<file path="config.mk">
export PLATFORM = sky130hd
export DESIGN_NAME = mem_bank_cfg_writer
export DESIGN_NICKNAME = d
export VERILOG_FILES = /design/src/rtl/mem_bank_cfg_pkg.sv /design/src/rtl/mem_bank_pulse_timer.sv /design/src/rtl/mem_bank_cfg_writer.sv
export SDC_FILE = /design/constraint.sdc
export NUM_CORES = 1
export LEC_CHECK = 0
export ABC_CLOCK_PERIOD_IN_PS = 1900
export BUFFER_PORTS_ARGS = -buffer_cell sky130_fd_sc_hd__buf_4
export CAP_MARGIN = 40
export CORE_MARGIN = 10
export CORE_UTILIZATION = 50
export CTS_CLUSTER_DIAMETER = 100
export DETAILED_ROUTE_END_ITERATION = 10
export GPL_TIMING_DRIVEN = 0
export PLACE_DENSITY = 0.75
export SLEW_MARGIN = 15
export SYNTH_ARGS = -nofsm -noshare
export SYNTH_HDL_FRONTEND = slang
export SYNTH_SLANG_ARGS = --single-unit
</file>
<file path="constraint.sdc">
create_clock -name prog_clk -period 1.9 [get_ports prog_clk]
set_clock_uncertainty 0.1 [all_clocks]
set_input_delay 0.38 -clock prog_clk [delete_from_list [all_inputs] [get_ports prog_clk]]
set_output_delay 0.38 -clock prog_clk [all_outputs]
set_load 0.05 [all_outputs]
</file>
<file path="src/rtl/mem_bank_cfg_pkg.sv">
// mem_bank_cfg_pkg: shared state encoding and fabric width defaults for the
// memory-bank configuration writer.
package mem_bank_cfg_pkg;

    typedef enum logic [1:0] {
        ST_IDLE  = 2'd0,
        ST_SETUP = 2'd1,
        ST_PULSE = 2'd2,
        ST_HOLD  = 2'd3
    } state_t;

    localparam int BL_WIDTH_DEF = 3;
    localparam int WL_WIDTH_DEF = 3;

    function automatic int max3(input int a, input int b, input int c);
        int m;
        m = (a > b) ? a : b;
        return (m > c) ? m : c;
    endfunction

endpackage

</file>
<file path="src/rtl/mem_bank_pulse_timer.sv">
// mem_bank_pulse_timer: loadable down-counter that stops at zero and flags it.
module mem_bank_pulse_timer #(
    parameter int W = 1
) (
    input  logic         i_clk,
    input  logic         i_rst_n,
    input  logic         i_load,
    input  logic [W-1:0] i_load_val,
    output logic         o_zero
);

    logic [W-1:0] r_cnt;

    assign o_zero = (r_cnt == '0);

    always_ff @(posedge i_clk or negedge i_rst_n) begin
        if (!i_rst_n)
            r_cnt <= '0;
        else
            r_cnt <= i_load ? i_load_val : (o_zero ? r_cnt : r_cnt - W'(1));
    end

endmodule

</file>
<file path="src/rtl/mem_bank_cfg_writer.sv">
// mem_bank_cfg_writer: drives bl/wl of the memory-bank configuration bus,
// one row per handshake as bl setup, one-hot wl pulse, bl hold.
module mem_bank_cfg_writer
    import mem_bank_cfg_pkg::*;
#(
    parameter int BL_WIDTH     = BL_WIDTH_DEF,
    parameter int WL_WIDTH     = WL_WIDTH_DEF,
    parameter int SETUP_CYCLES = 1,
    parameter int PULSE_CYCLES = 2,
    parameter int HOLD_CYCLES  = 1
) (
    input  logic                        prog_clk,
    input  logic                        prog_rst_n,
    input  logic                        cfg_valid,
    output logic                        cfg_ready,
    input  logic [$clog2(WL_WIDTH)-1:0] cfg_row,
    input  logic [BL_WIDTH-1:0]         cfg_data,
    input  logic                        cfg_last,
    output logic [0:BL_WIDTH-1]         bl,
    output logic [0:WL_WIDTH-1]         wl,
    output logic                        busy,
    output logic                        done,
    output logic                        err_row
);

    localparam int TW = $clog2(max3(SETUP_CYCLES, PULSE_CYCLES, HOLD_CYCLES) + 1);
    localparam int RW = $clog2(WL_WIDTH);

    state_t              r_state;
    state_t              w_next;
    logic [BL_WIDTH-1:0] r_data;
    logic [BL_WIDTH-1:0] r_bl;
    logic [BL_WIDTH-1:0] w_data_n;
    logic [RW-1:0]       r_row;
    logic                r_last;
    logic [WL_WIDTH-1:0] r_wl;
    logic [WL_WIDTH-1:0] w_onehot;
    logic                r_ready;
    logic                r_busy;
    logic                r_done;
    logic                r_err;
    logic                w_fire;
    logic                w_row_ok;
    logic                w_zero;
    logic                w_load;
    logic [TW-1:0]       w_load_val;

    assign w_fire   = cfg_valid && r_ready;
    assign w_row_ok = 32'(cfg_row) < WL_WIDTH;
    assign w_data_n = w_fire ? cfg_data : r_data;

    always_comb begin
        w_next = r_state;
        unique case (r_state)
            ST_IDLE:  if (w_fire && w_row_ok) w_next = ST_SETUP;
            ST_SETUP: if (w_zero) w_next = ST_PULSE;
            ST_PULSE: if (w_zero) w_next = ST_HOLD;
            default:  if (w_zero) w_next = ST_IDLE;
        endcase
    end

    // Every transition enters a different state, so a state change is the load strobe.
    assign w_load     = (w_next != r_state);
    assign w_load_val = (w_next == ST_SETUP) ? TW'(SETUP_CYCLES - 1) :
                        (w_next == ST_PULSE) ? TW'(PULSE_CYCLES - 1) :
                        (w_next == ST_HOLD)  ? TW'(HOLD_CYCLES - 1)  : '0;

    mem_bank_pulse_timer #(.W(TW)) u_timer (
        .i_clk      (prog_clk),
        .i_rst_n    (prog_rst_n),
        .i_load     (w_load),
        .i_load_val (w_load_val),
        .o_zero     (w_zero)
    );

    for (genvar i = 0; i < WL_WIDTH; i++) begin : g_wl
        assign w_onehot[i] = (32'(r_row) == i);
        assign wl[i]       = r_wl[i];
    end

    for (genvar i = 0; i < BL_WIDTH; i++) begin : g_bl
        assign bl[i] = r_bl[i];
    end

    // Outputs are registered from the next state so they line up with the phase.
    always_ff @(posedge prog_clk or negedge prog_rst_n) begin
        if (!prog_rst_n) begin
            r_state <= ST_IDLE;
            r_data  <= '0;
            r_row   <= '0;
            r_last  <= 1'b0;
            r_bl    <= '0;
            r_wl    <= '0;
            r_ready <= 1'b1;
            r_busy  <= 1'b0;
            r_done  <= 1'b0;
            r_err   <= 1'b0;
        end else begin
            r_state <= w_next;
            if (w_fire) begin
                r_data <= cfg_data;
                r_row  <= cfg_row;
                r_last <= cfg_last;
            end
            r_bl    <= (w_next != ST_IDLE) ? w_data_n : '0;
            r_wl    <= (w_next == ST_PULSE) ? w_onehot : '0;
            r_ready <= (w_next == ST_IDLE);
            r_busy  <= (w_next != ST_IDLE);
            r_done  <= (r_state == ST_HOLD && w_zero && r_last) ||
                       (w_fire && !w_row_ok && cfg_last);
            if (w_fire && !w_row_ok)
                r_err <= 1'b1;
        end
    end

    assign cfg_ready = r_ready;
    assign busy      = r_busy;
    assign done      = r_done;
    assign err_row   = r_err;

endmodule

</file>
# After elaboration in Yosys (flattened, before gate mapping)
# Cells that the tools add are included.
# word_totals
register_bits	20
output_inout_bits	10
elab_cells	47
# op_classes
n_addsub	1
order_cmp	1
eq_ne	9
muxes	12
n_reduce_logical	13
# op_table
operator	n
2-bit two-way mux	6
3-bit two-way mux	3
2-bit == test, second input constant	4
2-bit logical NOT	4
2-bit by 1-bit == test with 1-bit output, second input constant	3
1-bit logical AND	6
2-bit case mux with 3 select lines	1
2-bit less-than comparator, second input constant	1
1-bit two-way mux	2
2-bit inequality test	1
2-bit inequality test, second input constant	1
2-bit nonzero test	1
2-bit by 1-bit subtractor with 2-bit output, second input constant	1
1-bit logical NOT	1
1-bit logical OR	1

# Longest topological paths before layout
# Gate-level depths: netlist of the first run.
# logic_depth
depth_word	8
ltp_mapped	6
depth_no_buf	5

# Modules after synthesis
# From an unflattened synthesis of the first run, not the netlist that was laid out.
# unflattened
hier_cells	67
hier_area_um2	817.0
# by_module_without_submodules
mod	instances	cells_each	area_each_um2	seq_area_each_um2
mem_bank_cfg_writer	1	55	704.4	451.7
mem_bank_pulse_timer	1	12	112.6	50.0

# Worst setup path after synthesis of the first run
# No wires, ideal clock.
# synth_timing
kind	flip-flop to flip-flop
startpoint	register r_ready, in the netlist cfg_ready
endpoint	register r_bl[0]
setup_time_ns	0.136
arrival_ns	1.338
setup_slack_ns	0.326
path_stages_with_launch	4
period_less_slack_ns	1.574
path_cell_list	dfstp_2 -> nand2_2 -> mux2_1 -> nor3b_1
# synth_lines
element	line	source
from (decl)	mem_bank_cfg_writer.sv:38	logic r_ready;
from (signal assigned)	mem_bank_cfg_writer.sv:107	r_ready <= (w_next == ST_IDLE);
1-bit logical AND	mem_bank_cfg_writer.sv:48	assign w_fire = cfg_valid && r_ready;
3-bit two-way mux	-	
named net w_data_n[0]	mem_bank_cfg_writer.sv:33	logic [BL_WIDTH-1:0] w_data_n;
3-bit two-way mux	mem_bank_cfg_writer.sv:105	r_bl <= (w_next != ST_IDLE) ? w_data_n : '0;
to (signal assigned)	mem_bank_cfg_writer.sv:105	
to (decl)	mem_bank_cfg_writer.sv:32	logic [BL_WIDTH-1:0] r_bl;
# The timed path passes the listed nets, and every way through them passes these cells.
# A chain may end at the register's enable or synchronous reset.

# Worst setup path after layout of the first run
# layout_timing
startpoint	register r_ready, in the netlist cfg_ready
endpoint	output port cfg_ready
# layout_lines
element	line	source
to (decl)	mem_bank_cfg_writer.sv:15	output logic cfg_ready,
# No word-level cell between the ends.

==> run summary, run 1 <==
placed cells: 96
RSZ-0062 raised after global routing: no
top cells by area, synth: dfrtp_1 (59%), nor3b_1 (4.7%), mux2_1 (4.2%)
Power Dens Cells: 1880 nW/um2
peak supply drop: 0.000963 V
Layout Cells excl Fill: 101
half-perimeter wire length after placement: 1080 um
Fmax: 647 MHz
min setup slack post-route: 355 ps
Iteration-0 DRC Markers: 3
gpl congestion: 0.711
number of global-route vias before repair: 553
Syn Nets: 72
# diodes: 0
buffers added on ports: 18
Worst setup SP type: flip-flop
Die H: 60.0 um
share of post-route cells with drive strength above 1: 38.8%
Distinct cells, synth: 25
Mapped Cells: 62
CP max stage cell: dfstp_2
largest net degree at the start of global routing: 21
synthesized flop and latch total: 20
Ys Warns: 0
min cycle time layout: 1540 ps
Max Cap Viol: 0
EDFF count, synth: 0
initial antenna violation count: 0
crit path DAT: 1060 ps
DRT Pass-1 Iters: 3
Syn Area/Cell: 12.9 um2
Clock Tree Root: clkbuf_4
Final Cell Area: 1000 um2
Core Area: 1510 um2
grt ovf: 0
GR Layer Usage met1: 10.1%
critical path's largest stage delay: 570 ps
CTS tree: built
post-synth top area cell: dfrtp_1
critical path buffer and inverter count: 1
crit-path max FO: 3
post-synthesis sequential area ratio: 62.7%
DR vias: 525
met3 usage: 4.03%
Post-Syn Area: 801 um2
FFs w/ async S/R, synth: 100%
busiest layer in global routing: met2
die area: 3600 um2
routing usage on met2: 14.6%
Die Span X: 60.0 um
leading register cell type out of synthesis: dfrtp_1
Num CTS Buffers: 3
Final Setup Violations: 0
pins over their slew limit: 0
Place WS: 448 ps
FILL cells: 126
Pleak: 0.476 nW
CP delay by family, top: flip-flops
Initial Utilization: 53.2%
Final period util: 81.3%
TNS Setup: 0 ps
DR WL/cell: 14.2 um
max_slew headroom: 76.1%
# DRC: 0
Num Clock Sinks: 20
outcome: complete, no violations
Final Hold Fails: 0
crit path cell chain: buf_4
Ports: 19
Post-CTS Hold Buffers: 1
GRT Total Usage: 9.07%
CP Class: flip-flop to output port
Post-CTS Repair Setup Buffers: 0
# resized after CTS: 0
top-area cell type share of the netlist area: 59.4%
maximum buffer depth of the clock tree: 2
Clock Pin Slew Worst Setup and Hold Paths: 100 ps
row count: 14
worst hold path type: input port to flip-flop
WHS: 207 ps
Nets: 96
synth-to-layout area growth: 25.2%
clk_lat worst skew: 290 ps
routed wire length: 1440 um
WP data required: 1420 ps
H-tree levels: 1
DR vias/cell: 5.20
first-pass GRT wire length: 2530 um
Post-DP Area: 956 um2
ANT nets after route: 0
Least-Margin Pin Slew: 359 ps
crit path capture type: output port
==> metal layers <==
| layer | up-vias | share of wire, % |
|---|---|---|
| met5 | - | 0 |
| met4 | 0 | 1.3 |
| met3 | 2 | 8.5 |
| met2 | 12 | 48 |
| met1 | 252 | 42 |
| li1 | 259 | - |
==> through the flow <==
stage	util, %	total power [W]
after detailed placement	63.5	0.00167
final	66.5	0.00189
after CTS	66.5	0.00191
after global placement	63.5	0.00164
after floorplan	-	0.00141
after global routing	66.5	0.00203
==> cell usage in the layout, fill, tap and decap left out <==
cell type / instances
nand2_1: 2
inv_1: 2
o21bai_1: 1
dfrtp_1: 19
buf_2: 3
dlygate4sd3_1: 1
a311oi_2: 1
clkbuf_4: 3
a211oi_1: 1
xnor2_1: 1
ha_1: 1
or2_2: 1
mux2_2: 3
dfstp_2: 1
and3_1: 1
nand2_2: 1
o22a_1: 1
a21oi_1: 1
nand2b_1: 1
mux2_1: 3
buf_4: 18
nor4b_2: 1
nor2_1: 7
nor3_1: 1
or2_1: 2
a22o_1: 1
clkbuf_8: 1
nor3b_1: 5
a31oi_1: 1
==> power by group <==
part           internal (W)  switching [W]  total (W)
logic              0.000350       0.000570   0.000920
clock network      0.000117       0.000124   0.000241
registers          0.000626       0.000100   0.000726
total               0.00109       0.000794    0.00189
==> synth_stat cells (all sizes together), types with 2 or more instances <==
cell type and number:
nor2 7, nor3b 5, buf 3, inv 2, mux2 6, dfrtp 19
nand2 3, or2 3
==> worst paths after layout <==
kind	startpoint	to	slack, ps	cells after the start
min	cfg_last	done$_DFF_PN0_	210	2
max in group asynchronous	prog_rst_n	cfg_ready$_DFF_PN1_	1050	2
max reg2reg	u_timer.r_cnt[0]$_DFFE_PN0P_	done$_DFF_PN0_	430	6
max	cfg_ready$_DFF_PN1_	cfg_ready	360	1
min reg2reg	r_row[0]$_DFFE_PN0P_	r_wl[2]$_DFF_PN0_	390	1
min in group asynchronous	prog_rst_n	r_data[2]$_DFF_PN0_	380	2
==> area by class of cell <==
type	instances	area [um2]	area share [%]
Inverter	2	7.51	0.749
Buffer	3	15.0	1.50
Timing Repair Buffer	19	145	14.5
Sequential cell	20	502	50.1
Clock buffer	4	36.3	3.62
Multi-Input combinational cell	37	277	27.6
Tap cell	16	20.0	2.00
==> kinds of logic (layout without fill, tap and decap cells) <==
logic type	after synthesis	in the layout	synth area share [%]
and+or+nand+nor	22	22	16.1
xor gates and xnor gates	1	1	1.09
AOI/OAI and AO/OA	7	7	7.34
adders and majority gates	1	1	1.56
DFF	20	20	62.7
buffers and inverters	5	28	2.81
muxes	6	6	8.44
==> sequential cells by signal, indices dropped and copies added (netlist names) <==
| register | flops |
|---|---|
| r_bl | 3 |
| r_data | 3 |
| r_wl | 3 |
| r_row | 2 |
| r_state | 2 |
| u_timer.r_cnt | 2 |
| busy | 1 |
| cfg_ready | 1 |
| done | 1 |
| err_row | 1 |
| r_last | 1 |
No activity file was read; power rests on OpenSTA's default activity.
==> run 2: changes to the inputs <==
Settings changed: ABC_CLOCK_PERIOD_IN_PS 1900 to 1390, CORE_UTILIZATION 50 to 45, PLACE_DENSITY 0.75 to 0.71.
Clock period 1.9 ns to 1.39 ns, I/O delays scaled along.
==> run 2 against run 1 <==
  * The run now ends with negative setup slack left
  * Core utilization fell by 0.67 points
  * Sequential share of layout area is 5.0 points lower
  * Combinational power rose by 66%
  * Final cell count increased by 11%
  * Die area rose by 7.3%
  * Critical path depth unchanged
  * Non-clock buffer count increased by 2
  * Via count increased by 2.3%
  * Count of clock-buffer cells in the layout is the same
  * Clock power is 16% higher
  * Sequential power rose by 43%
  * Global-route usage decreased by 0.66 points
  * Largest power group unchanged
==> run summary, run 2 (synthesis results as in run 1) <==
first-pass GRT wire length: 2750 um (+9.0%)
WP data required: 1010 ps (-410 ps)
CP Class: flip-flop to output port
min-delay src: cfg_last
Initial Utilization: 46.9% (-6.3 points)
Final period util: 108%
Power Dens Cells: 2530 nW/um2 (+34%)
Worst Setup SP: cfg_ready$_DFF_PN1_
CP max stage cell: dfstp_4
routed wire length: 1560 um (+8.1%)
Ports: 19 (unchanged)
min cycle time layout: 1500 ps
Clock Tree Root: clkbuf_4
Iteration-0 DRC Markers: 7 (+4)
grt ovf: 0 (unchanged)
min setup slack post-route: -112 ps (-467 ps)
number of global-route vias before repair: 574 (+3.8%)
CTS tree: built
Least-Margin Pin Slew: 339 ps (-19.6 ps)
DRT Pass-1 Iters: 2 (-1)
sequential cell area: 507 um2 (+1.0%)
TNS Setup: -229 ps (-229 ps)
H-tree levels: 1 (unchanged)
critical path's largest stage delay: 670 ps (+100 ps)
Fmax: 666 MHz
CP delay by family, top: flip-flops
die area: 3870 um2 (+7.3%)
# diodes: 0 (unchanged)
DR vias/cell: 4.79 (-7.8%)
largest net degree at the start of global routing: 21 (unchanged)
synth-to-layout area growth: 40.5%
FILL cells: 124 (-1.6%)
registers with the most flip-flops: r_bl x3, r_data x3, r_wl x3
failing checks: negative setup slack
Multi-input gate area: 358 um2 (+29%)
maximum buffer depth of the clock tree: 2 (unchanged)
most frequent cells in the layout: buf_4 (19), dfrtp_1 (18), nor2_1 (7)
reg2reg start: cfg_ready$_DFF_PN1_
Pleak: 0.510 nW (+7.3%)
WHS: 96.0 ps (-110 ps)
worst hold path type: input port to flip-flop
max_slew headroom: 77.4% (+1.3 points)
critical path buffer and inverter count: 1 (unchanged)
GRT Total Usage: 8.41% (-0.66 points)
placed cells: 105 (+9.4%)
Pwr Total: 0.00284 W (+51%)
Num Clock Sinks: 20 (unchanged)
crit path DAT: 1120 ps (+60 ps)
post-layout util: 65.9% (-0.67 points)
Nets: 98 (+2.1%)
Final Hold Fails: 0 (unchanged)
ANT nets after route: 0 (unchanged)
commonest non-fill, non-tap cell in the layout: buf_4
RSZ-0062 raised after global routing: yes
Clock Pin Slew Worst Setup and Hold Paths: 110 ps (about the same)
DR WL/cell: 13.9 um (-2.5%)
Core Area: 1710 um2 (+13%)
Num CTS Buffers: 3 (unchanged)
half-perimeter wire length after placement: 1100 um (+1.3%)
Final Setup Violations: 4 (+4)
outcome: complete, but fails checks
Die H: 62.2 um (+3.6%)
# DRC: 0 (unchanged)
row count: 15 (+1)
Die Span X: 62.2 um (+3.6%)
DR vias: 537 (+2.3%)
Max Cap Viol: 0 (unchanged)
crit-path max FO: 3 (unchanged)
crit path cell chain: buf_8
peak supply drop: 0.00136 V (+41%)
pins over their slew limit: 0 (unchanged)
buffers added on ports: 18 (unchanged)
initial antenna violation count: 0 (unchanged)
gpl congestion: 0.726 (+2.0%)
share of post-route cells with drive strength above 1: 52.9% (+14 points)
clk_lat worst skew: 300 ps (about the same)
Layout Cells excl Fill: 112 (+11%)
Worst setup SP type: flip-flop
crit path capture type: output port
run 2: cell types whose count changed in the layout (fill, tap and decap cells not counted), sizes merged:
cell  change
buf       +2
run 2: what timing repair did:
action                                 4_1_cts  5_1_grt
endpoints found under the hold margin       20        0
pin swaps                                    2        3
setup buffers                                3        1
resized for setup                            6       11
setup endpoints to repair                    9       12
hold buffers                                 1        0
run 2: power by group:
part,internal (W),switching [W],total (W)
Combinational,0.000668,0.000859,0.00153
Clock,0.000112,0.000168,0.000279
Sequential,0.000868,0.000171,0.00104
Total,0.00165,0.00120,0.00284
run 2: layout make-up:
class / instances / share of cell area [%]
Clock buffer: 4 / 2.34
Timing Repair Buffer: 23 / 16.9
Tap cell: 25 / 2.78
Sequential cell: 20 / 45.1
Inverter: 2 / 0.667
Buffer: 1 / 0.445
Multi-Input combinational cell: 37 / 31.8
run 2: per-layer routing:
metal  vias up  track usage (%)  part of all wire [%]
met1       262             10.9                    49
met4         0             2.57                     0
li1        263                -                     -
met3         0             2.87                   4.9
met5         -                0                     0
met2        12             12.7                    46
run 2: worst paths after layout:
kind,to,slack (ps),depth (start not counted)
max in group asynchronous,cfg_ready$_DFF_PN1_,640,2
min in group asynchronous,err_row$_DFFE_PN0P_,290,2
min,done$_DFF_PN0_,100,2
max,cfg_ready,-110,1
max reg2reg,r_bl[1]$_DFF_PN0_,-40,3
min reg2reg,err_row$_DFFE_PN0P_,390,1
run 2: stage by stage:
stage	area, um2	setup slack, ps
2_1_floorplan	836	-79.4
3_3_place_gp	1000	-38.3
3_5_place_dp	1000	-52.9
4_1_cts	1080	-134
5_1_grt	1120	-143
6_report	1120	-112
==> run 3: changes to the inputs <==
Settings changed: RECOVER_POWER from default to 100.
==> run 3 against run 2 <==
  * The run still ends with negative setup slack left
  * Via count shrank 0.56%
  * Power shrank 1.3%
  * Routed wire length is essentially flat
  * Sequential share of layout area rose by 0.61 points
  * Sequential power is essentially flat
  * Maximum frequency hardly changed
  * Non-clock buffer count unchanged
  * Critical path type unchanged
  * Critical endpoint unchanged
  * Highest routed layer unchanged
==> run summary, run 3 (synthesis results as in run 1) <==
outcome: complete, but fails checks
failing checks: negative setup slack
CTS tree: built
Pwr Total: 0.00281 W (-1.3%)
registers with the most flip-flops: r_bl x3, r_data x3, r_wl x3
logic depth of the worst setup path including buffers: 1 (unchanged)
share of post-route cells with drive strength above 1: 51.7% (-1.1 points)
WHS Path Cells: 2 (unchanged)
Final Hold Fails: 0 (unchanged)
CP max stage cell: dfstp_4
internal power: 0.00162 W (-1.6%)
Die Span X: 62.2 um (unchanged)
clock network power share: 9.9% (about the same)
R2R cell count: 3 (unchanged)
critical path buffer and inverter count: 1 (unchanged)
number of global-route vias before repair: 574 (unchanged)
crit path DAT: 1120 ps (about the same)
DR vias: 534 (-0.56%)
largest net degree at the start of global routing: 21 (unchanged)
grt ovf: 0 (unchanged)
Num CTS Buffers: 3 (unchanged)
first-pass GRT wire length: 2750 um (unchanged)
pins over their slew limit: 0 (unchanged)
Fmax: 666 MHz (about the same)
DR vias/cell: 4.77 (-0.56%)
Power Dens Cells: 2530 nW/um2 (about the same)
row count: 15 (unchanged)
TNS Setup: -251 ps (-21.4 ps)
Initial Utilization: 46.9% (unchanged)
Reg power frac: 37.0% (+0.5 points)
min cycle time layout: 1500 ps (-0.301 ps)
Die H: 62.2 um (unchanged)
Ports: 19 (unchanged)
half-perimeter wire length after placement: 1100 um (unchanged)
Place WS: -52.9 ps (unchanged)
peak supply drop: 0.00133 V (-2.5%)
Final period util: 108% (about the same)
Worst setup SP type: flip-flop
Clock Tree Root: clkbuf_4
most frequent cells in the layout: dfrtp_1 (18), buf_4 (18), nor2_1 (7)
Least-Margin Pin Slew: 487 ps (+148 ps)
max_slew headroom: 67.5% (-9.9 points)
worst hold path type: input port to flip-flop
gpl congestion: 0.726 (unchanged)
H-tree levels: 1 (unchanged)
min setup slack post-route: -112 ps (+0.301 ps)
DRT Pass-1 Iters: 4 (+2)
buffers added on ports: 18 (unchanged)
Pleak: 0.509 nW (-0.19%)
Iteration-0 DRC Markers: 9 (+2)
switching share of power: 42.3% (+0.21 points)
WP data required: 1010 ps (about the same)
# DRC: 0 (unchanged)
GRT Total Usage: 8.41% (unchanged)
Clock Pin Slew Worst Setup and Hold Paths: 110 ps (about the same)
maximum buffer depth of the clock tree: 2 (unchanged)
Num Clock Sinks: 20 (unchanged)
initial antenna violation count: 0 (unchanged)
ANT nets after route: 0 (unchanged)
crit path capture type: output port
crit path cell chain: buf_8
FILL cells: 126 (+1.6%)
Nets: 98 (unchanged)
CP Class: flip-flop to output port
routed wire length: 1560 um (about the same)
DR WL/cell: 13.9 um (about the same)
crit-path max FO: 3 (unchanged)
die area: 3870 um2 (unchanged)
Switch Pwr: 0.00119 W (-0.79%)
RSZ-0062 raised after global routing: yes
# diodes: 0 (unchanged)
Combinational Power Share: 53.2% (-0.5 points)
clk_lat worst skew: 290 ps (about the same)
Final Setup Violations: 5 (+1)
CP delay by family, top: flip-flops
synth-to-layout area growth: 38.6%
critical path's largest stage delay: 670 ps (about the same)
Core Area: 1710 um2 (unchanged)
Max Cap Viol: 0 (unchanged)
-- run 3: cell types whose count changed in the layout (fill, tap and decap cells not counted) --
cell | before | now
buf_4 | 19 | 18
ha_4 | 1 | 0
ha_1 | 0 | 1
clkbuf_2 | 0 | 1
-- run 3: metal layers --
metal	share of wire [%]	track usage, %	up-vias
met2	46	12.7	12
met5	0	0	-
met4	0	2.57	0
met1	49	10.9	254
met3	5.0	2.87	0
li1	-	-	268
-- run 3: path summary, 6_finish.rpt --
path	start	endpoint	slack [ps]
worst max register to register	cfg_ready$_DFF_PN1_	r_bl[1]$_DFF_PN0_	-50
worst min register to register	err_row$_DFFE_PN0P_	err_row$_DFFE_PN0P_	390
min in group asynchronous	prog_rst_n	err_row$_DFFE_PN0P_	380
worst min-delay path	cfg_last	done$_DFF_PN0_	100
worst max-delay path	cfg_ready$_DFF_PN1_	cfg_ready	-110
max in group asynchronous	prog_rst_n	r_state[0]$_DFF_PN0_	450
-- run 3: area by class of cell --
cell class | instances | area [um2] | share of cell area [%]
sequential | 20 | 507 | 45.7
tap | 25 | 31.3 | 2.82
buffer | 1 | 5.00 | 0.451
multi-input combinational | 37 | 345 | 31.1
inverter | 2 | 7.51 | 0.676
clock buffer | 4 | 26.3 | 2.37
timing repair buffer | 23 | 188 | 16.9
-- run 3: repair_timing --
| action | CTS | global route |
|---|---|---|
| resized for setup | 6 | 11 |
| hold endpoints to repair | 20 | 0 |
| setup buffers | 3 | 1 |
| hold buffers | 1 | 0 |
| pin swaps | 2 | 3 |
| setup endpoints to repair | 9 | 12 |
-- run 3: through the flow --
| stage | std cells | area (um2) | hold WS [ps] | utilization (%) |
|---|---|---|---|---|
| 2_1_floorplan | 62 | 836 | -118 | - |
| 3_3_place_gp | 105 | 1000 | 66.5 | 58.7 |
| 3_5_place_dp | 105 | 1000 | 70.9 | 58.7 |
| 4_1_cts | 112 | 1080 | 88.1 | 63.2 |
| 5_1_grt | 112 | 1110 | 88.0 | 65.0 |
| 6_report | 112 | 1110 | 96.6 | 65.0 |
-- run 3: power by group through the flow --
stage | Combinational [W] | Sequential, W | Clock, W
after global routing | 0.00161 | 0.00107 | 0.000307
after CTS | 0.00144 | 0.00102 | 0.000294
final | 0.00149 | 0.00104 | 0.000277
after floorplan | 0.000625 | 0.00141 | 0
after detailed placement | 0.00135 | 0.00103 | 0
after global placement | 0.00133 | 0.00102 | 0
